$ cat config.mk
export PLATFORM = sky130hd
export DESIGN_NAME = i2c_target
export DESIGN_NICKNAME = d
export VERILOG_FILES = /design/src/rtl/i2c_target.sv
export SDC_FILE = /design/constraint.sdc
export NUM_CORES = 1
export LEC_CHECK = 0
export BUFFER_PORTS_ARGS = -buffer_cell sky130_fd_sc_hd__clkbuf_2
export CORE_MARGIN = 2
export CORE_UTILIZATION = 25
export DETAILED_ROUTE_END_ITERATION = 7
export GPL_ROUTABILITY_DRIVEN = 1
export SLEW_MARGIN = 20
export SYNTH_ARGS = -nofsm -noshare
export SYNTH_HDL_FRONTEND = slang
export SYNTH_SLANG_ARGS = --single-unit
export TNS_END_PERCENT = 50
$ cat constraint.sdc
create_clock -name clk -period 3.4 [get_ports clk]
set_input_delay 0.51 -clock clk [delete_from_list [all_inputs] [get_ports clk]]
set_output_delay 0.51 -clock clk [all_outputs]
set_load 0.02 [all_outputs]
$ cat src/rtl/i2c_target.sv
// I2C target responder: decodes START/STOP, matches a 7-bit address, ACKs, and
// maps bus writes/reads onto a byte-wide register interface with an auto-incrementing pointer.
module i2c_target #(
  parameter logic [6:0] ADDRESS = 7'h42
) (
  input  logic       clk,
  input  logic       rst,
  input  logic       scl_in,
  input  logic       sda_in,
  output logic       sda_oe,
  output logic       wr_en,
  output logic [7:0] wr_addr,
  output logic [7:0] wr_data,
  output logic       rd_req,
  output logic [7:0] rd_addr,
  input  logic [7:0] rd_data,
  output logic       busy
);

  typedef enum logic [3:0] {
    IDLE, ADDR, ADDR_ACK, PTR, PTR_ACK, WDATA, WDATA_ACK, RDATA, RD_MACK, IGNORE
  } state_t;

  state_t     state, state_n;
  logic [2:0] bit_cnt, bit_cnt_n;
  logic [7:0] shreg, shreg_n;
  logic [7:0] tx, tx_n;
  logic [7:0] ptr, ptr_n;
  logic       rw, rw_n;
  logic       ack_drv, ack_drv_n;
  logic       mack, mack_n;
  logic       rd_pend;
  logic       sda_oe_n, busy_n, wr_en_n, rd_req_n;
  logic [7:0] wr_addr_n, wr_data_n, rd_addr_n;

  // Two synchroniser flops plus one history flop per line; idle bus reads as high.
  logic scl_s1, scl_s2, scl_d;
  logic sda_s1, sda_s2, sda_d;

  always_ff @(posedge clk or posedge rst) begin
    if (rst) begin
      {scl_s1, scl_s2, scl_d} <= 3'b111;
      {sda_s1, sda_s2, sda_d} <= 3'b111;
    end else begin
      // NOTE: non-blocking assignments let every flop sample the previous value, forming a real shift chain.
      scl_s1 <= scl_in;
      scl_s2 <= scl_s1;
      scl_d  <= scl_s2;
      sda_s1 <= sda_in;
      sda_s2 <= sda_s1;
      sda_d  <= sda_s2;
    end
  end

  logic scl_rise, scl_fall, start_det, stop_det;
  logic [7:0] rx_byte;

  assign scl_rise  = scl_s2 & ~scl_d;
  assign scl_fall  = ~scl_s2 & scl_d;
  assign start_det = scl_s2 & scl_d & sda_d & ~sda_s2;
  assign stop_det  = scl_s2 & scl_d & ~sda_d & sda_s2;
  assign rx_byte   = {shreg[6:0], sda_s2};

  always_ff @(posedge clk or posedge rst) begin
    if (rst) begin
      state   <= IDLE;
      bit_cnt <= '0;
      shreg   <= '0;
      tx      <= '0;
      ptr     <= '0;
      rw      <= 1'b0;
      ack_drv <= 1'b0;
      mack    <= 1'b0;
      rd_pend <= 1'b0;
      sda_oe  <= 1'b0;
      busy    <= 1'b0;
      wr_en   <= 1'b0;
      wr_addr <= '0;
      wr_data <= '0;
      rd_req  <= 1'b0;
      rd_addr <= '0;
    end else begin
      state   <= state_n;
      bit_cnt <= bit_cnt_n;
      shreg   <= shreg_n;
      tx      <= tx_n;
      ptr     <= ptr_n;
      rw      <= rw_n;
      ack_drv <= ack_drv_n;
      mack    <= mack_n;
      rd_pend <= rd_req;
      sda_oe  <= sda_oe_n;
      busy    <= busy_n;
      wr_en   <= wr_en_n;
      wr_addr <= wr_addr_n;
      wr_data <= wr_data_n;
      rd_req  <= rd_req_n;
      rd_addr <= rd_addr_n;
    end
  end

  always_comb begin
    // NOTE: every output of this block gets a default first so no path can infer a latch.
    state_n   = state;
    bit_cnt_n = bit_cnt;
    shreg_n   = shreg;
    tx_n      = tx;
    ptr_n     = ptr;
    rw_n      = rw;
    ack_drv_n = ack_drv;
    mack_n    = mack;
    sda_oe_n  = sda_oe;
    busy_n    = busy;
    wr_en_n   = 1'b0;
    wr_addr_n = wr_addr;
    wr_data_n = wr_data;
    rd_req_n  = 1'b0;
    rd_addr_n = rd_addr;

    // Read data arrives one clk after the rd_req pulse.
    if (rd_pend) tx_n = rd_data;

    if (start_det) begin
      state_n   = ADDR;
      bit_cnt_n = '0;
      sda_oe_n  = 1'b0;
      busy_n    = 1'b0;
      ack_drv_n = 1'b0;
      mack_n    = 1'b0;
    end else if (stop_det) begin
      state_n   = IDLE;
      sda_oe_n  = 1'b0;
      busy_n    = 1'b0;
      ack_drv_n = 1'b0;
      mack_n    = 1'b0;
    end else begin
      case (state)
        IDLE: ;
        ADDR: if (scl_rise) begin
          shreg_n   = rx_byte;
          bit_cnt_n = bit_cnt + 3'd1;
          if (bit_cnt == 3'd7) begin
            if (rx_byte[7:1] == ADDRESS) begin
              busy_n    = 1'b1;
              rw_n      = rx_byte[0];
              ack_drv_n = 1'b0;
              state_n   = ADDR_ACK;
              if (rx_byte[0]) begin
                rd_req_n  = 1'b1;
                rd_addr_n = ptr;
              end
            end else begin
              state_n = IGNORE;
            end
          end
        end
        // First fall after the byte pulls SDA low; the following fall releases it.
        ADDR_ACK, PTR_ACK, WDATA_ACK: if (scl_fall) begin
          if (!ack_drv) begin
            sda_oe_n  = 1'b1;
            ack_drv_n = 1'b1;
          end else begin
            ack_drv_n = 1'b0;
            sda_oe_n  = 1'b0;
            bit_cnt_n = '0;
            if (state == ADDR_ACK) begin
              if (rw) begin
                state_n  = RDATA;
                sda_oe_n = ~tx[7];
              end else begin
                state_n = PTR;
              end
            end else begin
              state_n = WDATA;
            end
          end
        end
        PTR: if (scl_rise) begin
          shreg_n   = rx_byte;
          bit_cnt_n = bit_cnt + 3'd1;
          if (bit_cnt == 3'd7) begin
            ptr_n   = rx_byte;
            state_n = PTR_ACK;
          end
        end
        WDATA: if (scl_rise) begin
          shreg_n   = rx_byte;
          bit_cnt_n = bit_cnt + 3'd1;
          if (bit_cnt == 3'd7) begin
            wr_en_n   = 1'b1;
            wr_addr_n = ptr;
            wr_data_n = rx_byte;
            ptr_n     = ptr + 8'd1;
            state_n   = WDATA_ACK;
          end
        end
        RDATA: if (scl_fall) begin
          if (bit_cnt == 3'd7) begin
            sda_oe_n  = 1'b0;
            bit_cnt_n = '0;
            mack_n    = 1'b0;
            state_n   = RD_MACK;
          end else begin
            tx_n      = {tx[6:0], 1'b0};
            sda_oe_n  = ~tx[6];
            bit_cnt_n = bit_cnt + 3'd1;
          end
        end
        RD_MACK: begin
          if (scl_rise && !mack) begin
            ptr_n = ptr + 8'd1;
            if (!sda_s2) begin
              mack_n    = 1'b1;
              rd_req_n  = 1'b1;
              rd_addr_n = ptr + 8'd1;
            end else begin
              state_n  = IGNORE;
              busy_n   = 1'b0;
              sda_oe_n = 1'b0;
            end
          end else if (scl_fall && mack) begin
            mack_n    = 1'b0;
            bit_cnt_n = '0;
            sda_oe_n  = ~tx[7];
            state_n   = RDATA;
          end
        end
        IGNORE: begin
          sda_oe_n = 1'b0;
          busy_n   = 1'b0;
        end
        default: begin
          state_n  = IDLE;
          sda_oe_n = 1'b0;
          busy_n   = 1'b0;
        end
      endcase
    end
  end

endmodule
==> results.tsv, run 1 <==
stage	metric	value	unit
logic_synthesis	top-count cell post-synth	dfrtp_1	
critical_path	Reg-to-Reg Start	state[0]	
sta	skew final	0.00605	ns
sta	RSZ-0062 raised after global routing	no	
sta	TNS Setup	0	ns
pwr	Switching Fraction	31.3	%
grt	GR Layer Usage met3	3.98	%
logic_synthesis	top post-synthesis cells by count	dfrtp_1, nand2_1, nor2_1	
clocking	CTS Hold Buffers Added	0	
sta	final worst slack	0.622	ns
clocking	Clock Path Buffers	2	
critical_path	R2R setup slack	0.62	ns
detailed_routing	post-DR vias/cell	4.91	
detailed_routing	total number of vias	2797	
grt	global routing's busiest layer	met2	
floorplanning	die height	124	µm
run	max_cap viols	0	
clocking	Resized cells post-CTS	0	
grt	Congestion Overflow GR	0	
pwr	clock power share	37.8	%
logic_synthesis	Synth Net Count	368	
critical_path	type of origin of the critical path	register	
pwr	Power, Total	2350	µW
critical_path	crit path capture type	register	
final_layout	share of cells above drive strength 1	26.4	%
critical_path	Required @ worst endpoint	3.62	ns
grt	initial antenna violation count	0	
critical_path	Worst EP arrival	2.99	ns
clocking	H-tree levels	3	
logic_synthesis	post-synthesis sequential area ratio	47.5	%
logic_synthesis	post-synth top area share	43.1	%
sta	max_slew headroom	42.8	%
logic_synthesis	Synth area leaders	dfrtp_1, mux2_2, dfstp_2	
placed_design	gpl congestion	0.910	
clocking	TritonCTS clock tree	built	
final_layout	Fill cells	1474	
final_layout	Layout Nets	400	
clocking	Clock Sink Count	68	
critical_path	worst reg-to-reg path cell count	3	
sta	final setup vio count	0	
critical_path	RR Endpoint	wr_data[5]	
logic_synthesis	Post-synth top flop	dfrtp_1	
pwr	Psw	734	µW
logic_synthesis	async set-reset flop share out of synthesis	100	%
floorplanning	Die Width	124	µm
clocking	Post-CTS Setup Inserts	0	
logic_synthesis	Post-synth EDFFs	0	
detailed_routing	Post-DRT Antenna Nets	0	
sta	Slew @ Worst Pin	0.856	ns
run_status	status	finished clean	
critical_path	CP Class	register to register	
detailed_routing	Post-route DRC	0	
logic_synthesis	Synth Warn #	0	
floorplanning	initial core utilization	25.7	%
sta	final hold violations	0	
detailed_routing	Post-Route WL	8630	µm
placed_design	Worst Setup Slack post-DPL	0.681	ns
logic_synthesis	largest area contributor in the netlist	dfrtp_1	
grt	vias in the first global route	2764	
logic_synthesis	Post-Syn Instances	353	
sta	Max Clk Rate	360	MHz
sta	final period utilization	81.7	%
critical_path	critical path fanouts, max	20	
floorplanning	Die Footprint	15400	µm²
logic_synthesis	Post-Syn Area	3600	µm²
detailed_routing	initial drt markers	180	
clocking	Num CTS Buffers	9	
detailed_routing	Pre-antenna DRT Iters	5	
grt	first-pass GRT wire length	14000	µm
sta	fin. max-slew vios	0	
placed_design	estimated wirelength of the detail-placed design	6030	µm
clocking	Clock Latency Late Sink	0.34	ns
logic_synthesis	Yosys reg bits	68	
pwr	register share of total power	45.1	%
grt	GRT met2 Usage	18.1	%
final_layout	Area growth, synth to finish	17.7	%
logic_synthesis	Yosys cell types	59	
grt	largest net degree at the start of global routing	50	
clocking	clock root buffer	clkbuf_16	
placed_design	buffers added on ports	39	
grt	grt met1 use	15.7	%
grt	GR Util All Layers	11.9	%
pwr	PD cells	554	nW/µm²
logic_synthesis	Avg Inst Size Synth	10.2	µm²
pwr	combinational cell fraction of total power	17.2	%
floorplanning	I/O pin cnt	40	
pwr	Lkg Pwr	0.00184	µW
clocking	clk slew on worst S/H paths	0.06	ns
detailed_routing	wire per inst	15.1	µm
pwr	Peak VDD IR	0.270	mV
min_path	HP Class	primary input to async pin	
floorplanning	core area	14000	µm²
pwr	Internal Power	1610	µW
sta	Final min period	2.78	ns
final_layout	# diodes	0	
final_layout	final design utilization	30.3	%
floorplanning	Rows	43	
## power by group through the flow
stage	sequential (µW)	clock (µW)	combinational (µW)
global placement	1070	0	394
CTS	1050	912	404
global route	1080	946	452
finish	1060	885	403
floorplan	1000	0	349
detailed placement	1070	0	401
## worst max-delay path by stage
stage | slack, ns | start | endpoint | cells after the start
after detailed placement | 0.68 | state[0] | wr_data[1] | 3
after floorplan | 1.19 | rst | ack_drv | 1
final | 0.62 | state[0] | wr_data[5] | 3
after CTS | 0.71 | state[0] | wr_data[5] | 3
after global placement | 0.75 | state[0] | wr_data[4] | 3
after global routing | 0.50 | state[0] | wr_data[5] | 3
## layout make-up
type | count | area [µm²] | area share [%]
Clock buffer | 11 | 253 | 5.97
Clock inverter | 5 | 35.0 | 0.828
Inverter | 12 | 45.0 | 1.06
Multi-Input combinational cell | 249 | 1730 | 40.8
Sequential cell | 68 | 1710 | 40.4
Tap cell | 180 | 225 | 5.32
Timing Repair Buffer | 45 | 240 | 5.68
## cells by family (layout without fill, tap and decap cells)
logic type,count (synthesis),count (layout),share of synthesized area [%]
and+or+nand+nor,112,112,16.9
xor gates and xnor gates,10,10,2.44
buffers and inverters,36,73,4.49
muxes,40,40,12.4
AOI/OAI and AO/OA,84,84,15.2
DFF,68,68,47.5
adders and majority gates,3,3,1.04
## critical path, cell delays in order (launching register included)
cell and delay, ns:
dfrtp_1 0.74, nor2b_1 0.77, nand4b_2 0.65, mux2_2 0.49
## flip-flops by register name (all words and copies together), names as in the netlist
name,count
ptr,8
rd_addr,8
tx,8
wr_addr,8
wr_data,8
shreg,7
state,4
bit_cnt,3
ack_drv,1
busy,1
mack,1
rd_pend,1
rd_req,1
rw,1
scl_d,1
scl_s1,1
scl_s2,1
sda_d,1
sda_oe,1
sda_s1,1
sda_s2,1
wr_en,1
## through the flow
stage / instance area (µm²) / std cells / hold slack, ns
3_5_place_dp: 3950 / 554 / 0.349
6_report: 4230 / 570 / 0.168
3_3_place_gp: 3950 / 554 / 0.348
5_1_grt: 4230 / 570 / 0.220
2_1_floorplan: 3600 / 353 / 0.345
4_1_cts: 4230 / 570 / 0.194
## routing by layer
| layer | up-vias | wire length (µm) |
|---|---|---|
| met5 | - | 0 |
| met4 | 0 | 147 |
| met3 | 12 | 589 |
| met2 | 92 | 3910 |
| met1 | 1350 | 3980 |
| li1 | 1343 | - |
## placed cells by master, fill, tap and decap left out, drive strengths merged, types with 3 or more instances in the layout
master and count:
dfrtp 62, clkbuf 50, nand2 31, nor2 27, mux2 26, a21oi 23
o21ai 21, mux2i 14, inv 13, nand3 10, nand2b 8, a31oi 7
o22ai 7, nor3 7, xor2 6, buf 6, dfstp 6, nand4 5
xnor2 4, a221oi 4, nor3b 3, and3 3, o22a 3, o21a 3
o32a 3, ha 3, nand4b 3, clkinv 3, nor4b 3
No activity file was read; power rests on OpenSTA's default activity.
==> run 2, diff against run 1 <==
Clock period 3.4 ns to 2.9 ns, I/O delays scaled along.
==> results.tsv, run 2 (synthesis results as in run 1) <==
stage	metric	value	unit	change
final_layout	most frequent cells in the layout	dfrtp_1, clkbuf_2, nand2_1		
critical_path	crit path capture type	register		
floorplanning	core area	14000	µm²	unchanged
grt	first-pass GRT wire length	14200	µm	+1.4%
grt	initial antenna violation count	0		unchanged
pwr	PD cells	677	nW/µm²	+22%
critical_path	type of origin of the critical path	register		
final_layout	Layout Nets	404		+1.0%
placed_design	buffers added on ports	39		unchanged
sta	RSZ-0062 raised after global routing	no		
clocking	TritonCTS clock tree	built		
critical_path	crit path buf inv count	1		+1
critical_path	critical path fanouts, max	14		-30%
placed_design	gpl congestion	0.869		-4.5%
grt	largest net degree at the start of global routing	67		+34%
final_layout	share of cells above drive strength 1	26.9	%	+0.49 points
sta	final setup vio count	0		unchanged
critical_path	Worst EP arrival	2.73	ns	-0.26 ns
detailed_routing	initial drt markers	168		-6.7%
sta	skew final	0.00725	ns	+0.00120 ns
min_path	HP Class	primary input to register		
critical_path	worst path cell trace	ha_1 > ha_1 > and3b_1 > a32oi_1 > inv_1 > a21oi_1 > a21oi_1		
clocking	Resized cells post-CTS	0		unchanged
final_layout	most common cell after layout, fill and taps aside	dfrtp_1		
detailed_routing	post-DR vias/cell	4.88		-0.59%
sta	final hold violations	0		unchanged
floorplanning	Rows	43		unchanged
floorplanning	die height	124	µm	unchanged
grt	vias in the first global route	2747		-0.62%
pwr	Lkg Pwr	0.00188	µW	+2.3%
run	max_cap viols	0		unchanged
run_status	status	finished clean		
floorplanning	initial core utilization	25.7	%	unchanged
detailed_routing	Post-Route WL	8440	µm	-2.2%
sta	Slew @ Worst Pin	1.04	ns	+0.188 ns
final_layout	# diodes	0		unchanged
grt	GR Util All Layers	12.0	%	+0.072 points
final_layout	final design utilization	30.8	%	+0.51 points
final_layout	Design Area, Final	4300	µm²	+1.7%
sta	Max Clk Rate	398	MHz	+11%
clocking	Clock Latency Late Sink	0.34	ns	about the same
sta	Hold WS	0.189	ns	+0.0207 ns
clocking	Clock Sink Count	68		unchanged
floorplanning	Die Width	124	µm	unchanged
detailed_routing	wire per inst	14.7	µm	-2.9%
detailed_routing	Post-route DRC	0		unchanged
clocking	clk slew on worst S/H paths	0.06	ns	about the same
sta	Final min period	2.51	ns	-0.265 ns
clocking	Clock Path Buffers	2		unchanged
sta	fin. max-slew vios	0		unchanged
critical_path	CP Class	register to register		
clocking	H-tree levels	3		unchanged
detailed_routing	total number of vias	2800		+0.11%
critical_path	CP top delay family	compound AO/OA/AOI/OAI gates		
placed_design	estimated wirelength of the detail-placed design	5880	µm	-2.6%
sta	final worst slack	0.387	ns	-0.235 ns
critical_path	Worst path max stage delay	0.85	ns	+0.08 ns
clocking	clock root buffer	clkbuf_16		
floorplanning	Die Footprint	15400	µm²	unchanged
floorplanning	I/O pin cnt	40		unchanged
placed_design	area post-placement	3970	µm²	+0.57%
sta	final period utilization	86.6	%	+5.0 points
critical_path	Required @ worst endpoint	3.11	ns	-0.51 ns
pwr	Peak VDD IR	0.295	mV	+9.3%
final_layout	Area growth, synth to finish	19.7	%	
placed_design	Worst Setup Slack post-DPL	0.436	ns	-0.246 ns
clocking	Num CTS Buffers	9		unchanged
sta	max_slew headroom	30.4	%	-12 points
grt	Congestion Overflow GR	0		unchanged
sta	TNS Setup	0	ns	unchanged
critical_path	CP max stage cell	a32oi_1		
detailed_routing	Pre-antenna DRT Iters	6		+1
detailed_routing	Post-DRT Antenna Nets	0		unchanged
## run 2: through the flow
stage	total power (µW)	instances
6_report	2910	574
5_1_grt	3090	574
4_1_cts	2950	574
3_5_place_dp	1740	557
3_3_place_gp	1730	557
2_1_floorplan	1580	353
## run 2: timing repair
| action | CTS | global route |
|---|---|---|
| hold buffers | 1 | 0 |
| hold endpoints to repair | 1 | 0 |
| buffers inserted | 0 | 0 |
## run 2: worst paths after layout
kind | from | to | slack, ns | cells after the start
setup / recovery | bit_cnt[1] | ptr[2] | 0.39 | 7
hold / removal | scl_in | scl_s1 | 0.19 | 1
setup reg to reg | bit_cnt[1] | ptr[2] | 0.39 | 7
hold reg to reg | sda_s1 | sda_s2 | 0.35 | 0
max in group asynchronous | rst | tx[2] | 1.41 | 4
min in group asynchronous | rst | wr_en | 0.48 | 3
## run 2: routing by layer
layer	vias up	GRT usage [%]	share of wire [%]
met3	11	4.03	5.7
met1	1356	16.3	48
met4	0	3.58	1.6
met2	81	18.0	45
li1	1352	-	-
met5	-	0	0
## run 2: layout make-up
class | count | area (µm²)
Fill cell | 1472 | 9680
Multi-Input combinational cell | 249 | 1730
Sequential cell | 68 | 1710
Timing Repair Buffer | 49 | 273
Clock buffer | 10 | 239
Tap cell | 180 | 225
Clock inverter | 6 | 87.6
Inverter | 12 | 45.0
## run 2: power breakdown
part           switching (µW)  leakage (µW)  internal (µW)
combinational             277      0.000834            220
clock                     405      0.000162            775
sequential                178      0.000888           1060
total                     860       0.00188           2050
==> run 3, diff against run 2 <==
Settings changed: CORE_UTILIZATION 25 to 58, PLACE_DENSITY from default to 0.79.
==> results.tsv, run 3 (synthesis results as in run 1) <==
stage	metric	value	unit	change
detailed_routing	Post-DRT Antenna Nets	0		unchanged
critical_path	worst path cell trace	nand4b_1 > a22o_1 > a221oi_2 > nor4_1 > mux2_1		
run	max_cap viols	0		unchanged
grt	initial antenna violation count	0		unchanged
detailed_routing	post-DR vias/cell	6.12		+26%
floorplanning	I/O pin cnt	40		unchanged
critical_path	Worst EP arrival	2.77	ns	+0.04 ns
sta	final worst slack	0.352	ns	-0.0357 ns
detailed_routing	Pre-antenna DRT Iters	4		-2
grt	vias in the first global route	2674		-2.7%
final_layout	most frequent cells in the layout	dfrtp_1, clkbuf_2, nand2_1		
sta	final period utilization	87.9	%	+1.2 points
sta	Max Clk Rate	392	MHz	-1.4%
clocking	clock root buffer	clkbuf_8		
placed_design	Worst Setup Slack post-DPL	0.390	ns	-0.0454 ns
sta	RSZ-0062 raised after global routing	no		
floorplanning	die height	82.7	µm	-33%
grt	first-pass GRT wire length	13200	µm	-6.6%
sta	Final min period	2.55	ns	+0.0357 ns
min_path	HP Class	primary input to register		
pwr	Lkg Pwr	0.00181	µW	-3.9%
floorplanning	Die Footprint	6850	µm²	-55%
critical_path	crit path capture type	register		
critical_path	Required @ worst endpoint	3.12	ns	about the same
floorplanning	Die Width	82.7	µm	-33%
grt	largest net degree at the start of global routing	39		-42%
grt	Congestion Overflow GR	0		unchanged
sta	final hold violations	0		unchanged
pwr	Peak VDD IR	0.354	mV	+20%
detailed_routing	wire per inst	17.0	µm	+16%
pwr	combinational cell fraction of total power	19.9	%	+2.8 points
sta	TNS Setup	0	ns	unchanged
clocking	Clock Latency Late Sink	0.34	ns	about the same
critical_path	critical path fanouts, max	22		+8
clocking	Num CTS Buffers	9		unchanged
pwr	Switching Fraction	32.8	%	+3.3 points
final_layout	Multi-input gate area	1730	µm²	unchanged
floorplanning	Rows	28		-35%
critical_path	CP Class	register to register		
detailed_routing	Post-route DRC	0		unchanged
clocking	Post-CTS Setup Inserts	0		unchanged
final_layout	final design utilization	67.7	%	+37 points
pwr	Psw	807	µW	-6.1%
pwr	register share of total power	50.1	%	+7.6 points
detailed_routing	total number of vias	2872		+2.6%
final_layout	Area growth, synth to finish	12.1	%	
pwr	Internal Power	1650	µW	-20%
clocking	Clock Sink Count	68		unchanged
clocking	Resized cells post-CTS	0		unchanged
grt	GR Util All Layers	25.9	%	+14 points
sta	skew final	0.0108	ns	+0.00352 ns
sta	max_slew headroom	46.8	%	+16 points
final_layout	most common cell after layout, fill and taps aside	dfrtp_1		
placed_design	estimated wirelength of the detail-placed design	5550	µm	-5.6%
final_layout	Fill cells	475		-68%
final_layout	# diodes	0		unchanged
placed_design	buffers added on ports	39		unchanged
clocking	Clock Path Buffers	2		unchanged
floorplanning	core area	5960	µm²	-57%
floorplanning	initial core utilization	60.4	%	+35 points
placed_design	Inst Count DP	452		-19%
critical_path	type of origin of the critical path	register		
sta	fin. max-slew vios	0		unchanged
clocking	TritonCTS clock tree	built		
placed_design	gpl congestion	0.897		+3.3%
clocking	H-tree levels	3		unchanged
clocking	clk slew on worst S/H paths	0.07	ns	about the same
clocking	CTS Hold Buffers Added	0		-1
detailed_routing	initial drt markers	169		+0.60%
run_status	status	finished clean		
final_layout	Layout Nets	404		unchanged
critical_path	CP max stage cell	dfrtp_1		
sta	Slew @ Worst Pin	0.796	ns	-0.248 ns
pwr	clock power share	30.1	%	-10 points
pwr	PD cells	610	nW/µm²	-9.9%
critical_path	Worst path max stage delay	0.85	ns	about the same
final_layout	share of cells above drive strength 1	26.9	%	unchanged
final_layout	FF+latch area	1710	µm²	unchanged
sta	final setup vio count	0		unchanged
final_layout	Non-Filler Instances	469		-18%
sta	Hold WS	0.175	ns	-0.0137 ns
detailed_routing	Post-Route WL	7990	µm	-5.2%
[run 3: metrics by stage]
step | cell area (µm²) | total power, µW
floorplan | 3600 | 1580
global placement | 3840 | 1710
detailed placement | 3840 | 1730
CTS | 4030 | 2470
global route | 4030 | 2590
finish | 4030 | 2460
[run 3: path summary, 6_finish.rpt]
check,from,to,slack [ns],cells past startpoint
max in group asynchronous,rst,scl_s1,1.90,3
min in group asynchronous,rst,rd_addr[7],0.22,2
min,scl_in,scl_s1,0.17,1
max,state[2],sda_oe,0.35,5
max reg2reg,state[2],sda_oe,0.35,5
min reg2reg,scl_s1,scl_s2,0.35,0
[run 3: routing by layer]
metal	wire length (µm)	vias to the layer above	GRT usage, %
li1	-	1349	-
met1	3620	1397	35.1
met2	3780	104	40.4
met3	391	22	6.52
met4	204	0	9.18
met5	0	-	0
[run 3: worst max-delay path, delay by kind of cell (launching register included)]
family	cells	cell delay [ns]
AOI/OAI and AO/OA	2	0.69
DFF	1	0.85
muxes	1	0.33
and+or+nand+nor	2	0.56
[run 3: power by group through the flow]
stage / combinational [µW] / clock [µW] / sequential, µW
detailed placement: 483 / 0 / 1250
CTS: 487 / 750 / 1230
floorplan: 409 / 0 / 1170
global route: 545 / 792 / 1250
finish: 489 / 740 / 1230
global placement: 469 / 0 / 1240
[run 3: final cells by class]
type | count | area share (%)
inverters | 12 | 1.12
repair buffers | 49 | 6.64
clock buffers | 13 | 4.19
well taps | 75 | 2.33
flip-flops and latches | 68 | 42.4
multi-input cells | 249 | 42.8
clock inverters | 3 | 0.497
